==> src/rtl/tournament_branch_predictor_pkg.sv <==
// Shared types, defaults and index/tag helpers for the tournament branch predictor.
`ifndef XLEN
`define XLEN 32
`endif

package bp_pkg;

    localparam int XLEN                   = `XLEN;
    localparam int INDEX_BITS_DEFAULT     = 8;
    localparam int CTR_BITS_DEFAULT       = 2;
    localparam int HIST_BITS_DEFAULT      = 8;
    localparam int BTB_INDEX_BITS_DEFAULT = 4;

    // Tags are kept zero-extended to XLEN-2 bits so any BTB_INDEX_BITS fits the same entry type.
    localparam int BTB_TAG_BITS = XLEN - 2;

    typedef struct packed {
        logic                    valid;
        logic [BTB_TAG_BITS-1:0] tag;
        logic [XLEN-1:0]         target_pc;
    } btb_entry_t;

    function automatic logic [XLEN-1:0] idx(input logic [XLEN-1:0] pc, input int indexBits);
        return (pc >> 2) & ((XLEN'(1) << indexBits) - XLEN'(1));
    endfunction

    function automatic logic [BTB_TAG_BITS-1:0] btb_tag(input logic [XLEN-1:0] pc, input int btbIndexBits);
        return BTB_TAG_BITS'(pc >> (btbIndexBits + 2));
    endfunction

endpackage

==> src/rtl/tournament_branch_predictor_counter_table.sv <==
// Table of saturating counters with a fetch read port, an ex read port and one update port.
module bp_counter_table #(
    parameter int                  INDEX_BITS = 8,
    parameter int                  CTR_BITS   = 2,
    parameter logic [CTR_BITS-1:0] RESET_VAL  = {1'b1, {(CTR_BITS-1){1'b0}}}
) (
    input  logic                  clock,
    input  logic                  reset,
    input  logic [INDEX_BITS-1:0] i_fetchIdx,
    output logic [CTR_BITS-1:0]   o_fetchCtr,
    input  logic [INDEX_BITS-1:0] i_exIdx,
    output logic [CTR_BITS-1:0]   o_exCtr,
    input  logic                  i_updEn,
    input  logic [INDEX_BITS-1:0] i_updIdx,
    input  logic                  i_updInc
);

    localparam int ENTRIES = 1 << INDEX_BITS;

    logic [CTR_BITS-1:0] r_ctr [ENTRIES];

    assign o_fetchCtr = r_ctr[i_fetchIdx];
    assign o_exCtr    = r_ctr[i_exIdx];

    // Counters saturate at both ends instead of wrapping.
    always_ff @(posedge clock) begin
        if (reset) begin
            for (int i = 0; i < ENTRIES; i++) begin
                r_ctr[i] <= RESET_VAL;
            end
        end else if (i_updEn) begin
            if (i_updInc) begin
                if (r_ctr[i_updIdx] != '1) begin
                    r_ctr[i_updIdx] <= r_ctr[i_updIdx] + CTR_BITS'(1);
                end
            end else if (r_ctr[i_updIdx] != '0) begin
                r_ctr[i_updIdx] <= r_ctr[i_updIdx] - CTR_BITS'(1);
            end
        end
    end

endmodule

==> src/rtl/tournament_branch_predictor.sv <==
// Tournament (bimodal + gshare + selector) predictor with tagged BTB, speculative history
// with per-prediction snapshots, and branch/mispredict performance counters.
module tournament_branch_predictor
    import bp_pkg::*;
#(
    parameter int INDEX_BITS     = INDEX_BITS_DEFAULT,
    parameter int CTR_BITS       = CTR_BITS_DEFAULT,
    parameter int HIST_BITS      = HIST_BITS_DEFAULT,
    parameter int BTB_INDEX_BITS = BTB_INDEX_BITS_DEFAULT
) (
    input  logic                 clock,
    input  logic                 reset,
    input  logic                 i_if_valid,
    input  logic [XLEN-1:0]      i_if_pc,
    output logic                 o_predict_taken,
    output logic [XLEN-1:0]      o_predict_target_pc,
    output logic [HIST_BITS-1:0] o_predict_hist,
    input  logic                 i_ex_branch,
    input  logic [XLEN-1:0]      i_ex_pc,
    input  logic                 i_ex_taken,
    input  logic [XLEN-1:0]      i_ex_target_pc,
    input  logic [HIST_BITS-1:0] i_ex_hist,
    input  logic                 i_ex_mispredict,
    output logic [31:0]          o_perf_branches,
    output logic [31:0]          o_perf_mispredicts
);

    localparam int                  BTB_ENTRIES = 1 << BTB_INDEX_BITS;
    localparam int                  MSB         = CTR_BITS - 1;
    localparam logic [CTR_BITS-1:0] CTR_WEAK    = {1'b1, {(CTR_BITS-1){1'b0}}};

    logic [INDEX_BITS-1:0]     w_fetchIdx;
    logic [INDEX_BITS-1:0]     w_fetchGshareIdx;
    logic [INDEX_BITS-1:0]     w_exIdx;
    logic [INDEX_BITS-1:0]     w_exGshareIdx;
    logic [BTB_INDEX_BITS-1:0] w_fetchBtbIdx;
    logic [BTB_INDEX_BITS-1:0] w_exBtbIdx;
    logic [CTR_BITS-1:0]       w_bimodFetchCtr;
    logic [CTR_BITS-1:0]       w_gshareFetchCtr;
    logic [CTR_BITS-1:0]       w_selFetchCtr;
    logic [CTR_BITS-1:0]       w_bimodExCtr;
    logic [CTR_BITS-1:0]       w_gshareExCtr;
    logic [CTR_BITS-1:0]       w_unusedSelExCtr;
    logic                      w_unusedCtrBits;
    btb_entry_t                w_fetchEntry;
    logic                      w_btbHit;
    logic                      w_fetchDir;
    logic                      w_bimodExDir;
    logic                      w_gshareExDir;
    logic                      w_selUpdEn;
    logic                      w_selUpdInc;

    logic [HIST_BITS-1:0]      r_specHist;
    btb_entry_t                r_btb [BTB_ENTRIES];
    logic [31:0]               r_perfBranches;
    logic [31:0]               r_perfMispredicts;

    assign w_fetchIdx       = INDEX_BITS'(idx(i_if_pc, INDEX_BITS));
    assign w_fetchGshareIdx = w_fetchIdx ^ INDEX_BITS'(r_specHist);
    assign w_exIdx          = INDEX_BITS'(idx(i_ex_pc, INDEX_BITS));
    assign w_exGshareIdx    = w_exIdx ^ INDEX_BITS'(i_ex_hist);
    assign w_fetchBtbIdx    = BTB_INDEX_BITS'(i_if_pc >> 2);
    assign w_exBtbIdx       = BTB_INDEX_BITS'(i_ex_pc >> 2);

    assign w_fetchEntry = r_btb[w_fetchBtbIdx];
    assign w_btbHit     = w_fetchEntry.valid && (w_fetchEntry.tag == btb_tag(i_if_pc, BTB_INDEX_BITS));
    assign w_fetchDir   = w_selFetchCtr[MSB] ? w_bimodFetchCtr[MSB] : w_gshareFetchCtr[MSB];

    assign o_predict_taken     = w_fetchDir && w_btbHit;
    assign o_predict_target_pc = w_fetchEntry.target_pc;
    assign o_predict_hist      = r_specHist;
    assign o_perf_branches     = r_perfBranches;
    assign o_perf_mispredicts  = r_perfMispredicts;

    // The selector only learns when the two predictors disagreed, moving toward whichever was right.
    assign w_bimodExDir  = w_bimodExCtr[MSB];
    assign w_gshareExDir = w_gshareExCtr[MSB];
    assign w_selUpdEn    = i_ex_branch && (w_bimodExDir != w_gshareExDir);
    assign w_selUpdInc   = (w_bimodExDir == i_ex_taken);

    assign w_unusedCtrBits = ^{w_selFetchCtr, w_bimodFetchCtr, w_gshareFetchCtr, w_bimodExCtr, w_gshareExCtr};

    bp_counter_table #(.INDEX_BITS(INDEX_BITS), .CTR_BITS(CTR_BITS), .RESET_VAL(CTR_WEAK)) u_bimod (
        .clock      (clock),
        .reset      (reset),
        .i_fetchIdx (w_fetchIdx),
        .o_fetchCtr (w_bimodFetchCtr),
        .i_exIdx    (w_exIdx),
        .o_exCtr    (w_bimodExCtr),
        .i_updEn    (i_ex_branch),
        .i_updIdx   (w_exIdx),
        .i_updInc   (i_ex_taken)
    );

    bp_counter_table #(.INDEX_BITS(INDEX_BITS), .CTR_BITS(CTR_BITS), .RESET_VAL(CTR_WEAK)) u_gshare (
        .clock      (clock),
        .reset      (reset),
        .i_fetchIdx (w_fetchGshareIdx),
        .o_fetchCtr (w_gshareFetchCtr),
        .i_exIdx    (w_exGshareIdx),
        .o_exCtr    (w_gshareExCtr),
        .i_updEn    (i_ex_branch),
        .i_updIdx   (w_exGshareIdx),
        .i_updInc   (i_ex_taken)
    );

    bp_counter_table #(.INDEX_BITS(INDEX_BITS), .CTR_BITS(CTR_BITS), .RESET_VAL(CTR_WEAK)) u_selector (
        .clock      (clock),
        .reset      (reset),
        .i_fetchIdx (w_fetchIdx),
        .o_fetchCtr (w_selFetchCtr),
        .i_exIdx    (w_exIdx),
        .o_exCtr    (w_unusedSelExCtr),
        .i_updEn    (w_selUpdEn),
        .i_updIdx   (w_exIdx),
        .i_updInc   (w_selUpdInc)
    );

    // Only taken branches allocate; a not-taken result keeps the existing target.
    always_ff @(posedge clock) begin
        if (reset) begin
            for (int i = 0; i < BTB_ENTRIES; i++) begin
                r_btb[i] <= '0;
            end
        end else if (i_ex_branch && i_ex_taken) begin
            r_btb[w_exBtbIdx] <= '{valid: 1'b1,
                                   tag: btb_tag(i_ex_pc, BTB_INDEX_BITS),
                                   target_pc: i_ex_target_pc};
        end
    end

    // Repair from the returned snapshot takes priority over a same-cycle speculative shift.
    always_ff @(posedge clock) begin
        if (reset) begin
            r_specHist <= '1;
        end else if (i_ex_branch && i_ex_mispredict) begin
            r_specHist <= HIST_BITS'({i_ex_taken, i_ex_hist} >> 1);
        end else if (i_if_valid && w_btbHit) begin
            r_specHist <= HIST_BITS'({w_fetchDir, r_specHist} >> 1);
        end
    end

    always_ff @(posedge clock) begin
        if (reset) begin
            r_perfBranches    <= '0;
            r_perfMispredicts <= '0;
        end else if (i_ex_branch) begin
            r_perfBranches <= r_perfBranches + 32'd1;
            if (i_ex_mispredict) begin
                r_perfMispredicts <= r_perfMispredicts + 32'd1;
            end
        end
    end

endmodule

==> config.mk <==
export PLATFORM = sky130hd
export DESIGN_NAME = tournament_branch_predictor
export DESIGN_NICKNAME = d
export VERILOG_FILES = /design/src/rtl/tournament_branch_predictor_pkg.sv /design/src/rtl/tournament_branch_predictor_counter_table.sv /design/src/rtl/tournament_branch_predictor.sv
export SDC_FILE = /design/constraint.sdc
export NUM_CORES = 2
export LEC_CHECK = 0
export ABC_AREA = 0
export CORE_ASPECT_RATIO = 0.8
export CORE_MARGIN = 10
export CORE_UTILIZATION = 40
export DETAILED_ROUTE_END_ITERATION = 16
export GPL_ROUTABILITY_DRIVEN = 0
export HOLD_SLACK_MARGIN = 0.08
export PLACE_DENSITY_LB_ADDON = 0.15
export SLEW_MARGIN = 20
export SYNTH_ARGS = -nofsm -noshare
export SYNTH_HDL_FRONTEND = slang
export SYNTH_SLANG_ARGS = --single-unit
==> constraint.sdc <==
create_clock -name clock -period 6.87 [get_ports clock]
set_clock_uncertainty 0.1 [all_clocks]
set_input_delay 1.374 -clock clock [delete_from_list [all_inputs] [get_ports clock]]
set_output_delay 1.374 -clock clock [all_outputs]
set_load 0.01 [all_outputs]
==> impl_metrics.ini <==
[pwr]
peakVddDrop_mv = 0.189
power.leakage_nw = 47.2
powerDensity_mw_per_mm2 = 259
power_mw = 38.6

[finish]
finish.utilization_pct = 46.4
postLayoutCellArea_mm2 = 0.149
final_cells = 14200
areaGrowthSynthToFinish_pct = 15.6
nets = 9859
drive_gt1_share_pct = 20.7

[sta]
slew_viol_final = 0
setup_slack_ns = -0.0254
relSlewSlack_pct = 17.8
clock.fmax_ghz = 0.145
hold_slack_ns = 0.363
hold_viol = 0
min_period_ns = 6.90
post-route-period-util_pct = 100
worst_pin_slew_ns = 1.23
setup-violations-final = 1
rsz0062_at_grt = false
setup_tns_ns = -0.0254

[yosys]
synth_edf_count = 2464
synth_top_area_cell = edfxtp_1
yosysMostFrequentCell = edfxtp_1
yosysTopAreaCellShare_pct = 57.5
yosys_register_bits = 2552
ys_seq_area_share_pct = 58.8
syn_inst = 9623
synth_common_cells = edfxtp_1 (2,464), nor2_1 (1,134), and2_1 (926), mux4_2 (785), clkbuf_1 (761)
synth_fp_nets = 9735
synth_ff_type = edfxtp_1
netlist_area_mm2 = 0.129
async_flop_share_pct = 0
yosysUniqueCellTypes = 81
synth.avg_cell_area_um2 = 13.4
yosys_warnings = 0
synth_area_leaders = edfxtp_1 (57%), mux4_2 (14%), and2_1 (4.5%)

[place]
dpl.hpwl_mm = 322
post-place-cells = 13700
port_buffers = 210
placedInstanceArea_mm2 = 0.140
place_ws_ns = -0.603

[routing]
vias = 92600
highest_layer = met5
wirelength_mm = 504
wl_met2_mm = 215
dr.first_iter.drc_count = 14700
met3RoutedLength_mm = 63.2
post_drt_wl_per_cell_um = 35.4
dr.pass1.iters = 8
vias_per_cell = 6.52
ant_nets = 0
wl_met1_mm = 203
detail_route.drc_violations = 0

[clock_network]
cts_buffer_depth = 4
post-cts-setup-buffer-count = 0
clk_pin_slew_ns = 0.06
cts_tree = yes
cts_buffers = 287
insertion_delay_ns = 0.91
cts_root_buf = clkbuf_16
cts.sinks = 2552
cts_max_level = 5
holdBufCountCts = 0

[critical_path]
setup.worst_path.class = input pin to output pin
worst_ep_arrival_time_ns = 5.42
crit_required_ns = 5.40
r2r_cells = 14
reg2reg_slack_ns = 1.86
endpoint = o_predict_taken
crit_path_end_kind = output pin
crit_start = i_if_pc[2]
critPathMaxFanout = 11
crit_path_start_kind = input pin
r2r_end = u_selector.r_ctr[243][1]
rr_startpoint = u_selector.r_ctr[255][0]

[die]
rows = 186
die_h_um = 527
num_io_pins = 215
core-area_mm2 = 0.321
start_util_pct = 40.2
die_x_um = 654
die-area_mm2 = 0.345

[grt]
grt_max_degree = 192
gr-usage-all-layers_pct = 28.2
antenna_found_initial = 45
grt_pass1_wl_mm = 702
grt_pass1_vias = 89900
grt_overflow = 0

[worst_hold_path]
hold_path.class = flip-flop to flip-flop
min_from = r_btb[4][58]

[status]
status = finished, violations left
violations = setup timing

[flow_run]
maxCapViolCount = 0
## worst min-delay path by stage
| stage | cells past startpoint | to | slack, ns |
|---|---|---|---|
| detailed placement | 2 | r_btb[4][58] | 0.35 |
| CTS | 2 | r_btb[4][58] | 0.36 |
| finish | 2 | r_btb[4][58] | 0.36 |
| global placement | 2 | r_btb[4][58] | 0.35 |
| global route | 2 | r_btb[0][58] | 0.39 |
| floorplan | 2 | r_btb[13][58] | 0.34 |
## cell families after synthesis
logic type / share of synthesized area (%)
mux: 15.6
xor+xnor: 0.787
buf+inv: 3.63
flops: 58.8
fa+ha+maj: 0.0194
compound gates: 7.37
simple gates: 13.7
## where the power goes
group          internal (mW)  switching [mW]  total, mW  leakage [nW]
clock                   8.72            6.54       15.3          4.35
sequential              17.5           0.167       17.7          23.3
combinational           1.90            3.71       5.60          19.6
## cells in the final DEF (no fill, tap or decap), drive strengths merged, types with 256 or more instances in the layout
| cell | Yosys | final |
|---|---|---|
| nand2 | 614 | 614 |
| nor2 | 1134 | 1134 |
| buf | 323 | 723 |
| edfxtp | 2464 | 2464 |
| a41o | 256 | 256 |
| nand3 | 439 | 439 |
| clkbuf | 761 | 370 |
| and2 | 926 | 926 |
| nand4 | 303 | 303 |
| o21bai | 514 | 514 |
| mux4 | 785 | 785 |
## sequential cells by signal, summed over array words and instances, names as in the netlist
| register | count |
|---|---|
| r_btb | 944 |
| u_bimod.r_ctr | 512 |
| u_gshare.r_ctr | 512 |
| u_selector.r_ctr | 512 |
| o_perf_branches | 32 |
| o_perf_mispredicts | 32 |
| o_predict_hist | 8 |
## critical path, cell delays in order
cell and delay (ns):
buf_8 0.20, buf_12 0.23, buf_12 0.18, buf_12 0.15
mux4_2 0.55, a22o_1 0.19, a221oi_1 0.38, o22ai_1 0.17
buf_4 0.20, nor3_1 0.24, o22ai_1 0.15, nor3_2 0.31
buf_4 0.19, mux2i_4 0.10, and4_1 0.23, clkdlybuf4s50_1 0.51
## what timing repair did
item                                    4_1_cts  5_1_grt
resized for setup                            11        2
endpoints found under the setup margin        1        1
pin swaps                                     2        1
cloned                                        0        0
## final cells by class
| cell class | count | area (µm²) |
|---|---|---|
| diodes | 28 | 70.1 |
| fillers | 28300 | 172000 |
| inverters | 31 | 116 |
| multi-input cells | 5956 | 49300 |
| repair buffers | 919 | 9400 |
| clock buffers | 370 | 7640 |
| clock inverters | 128 | 1270 |
| flip-flops and latches | 2552 | 75800 |
| well taps | 4230 | 5290 |
## metal layers
metal / track usage, % / up-vias
met5: 0 / -
met4: 10.4 / 18
met3: 7.98 / 1130
met2: 40.8 / 6498
met1: 40.5 / 47900
li1: - / 37100
Power figures use the tool's default switching activity.
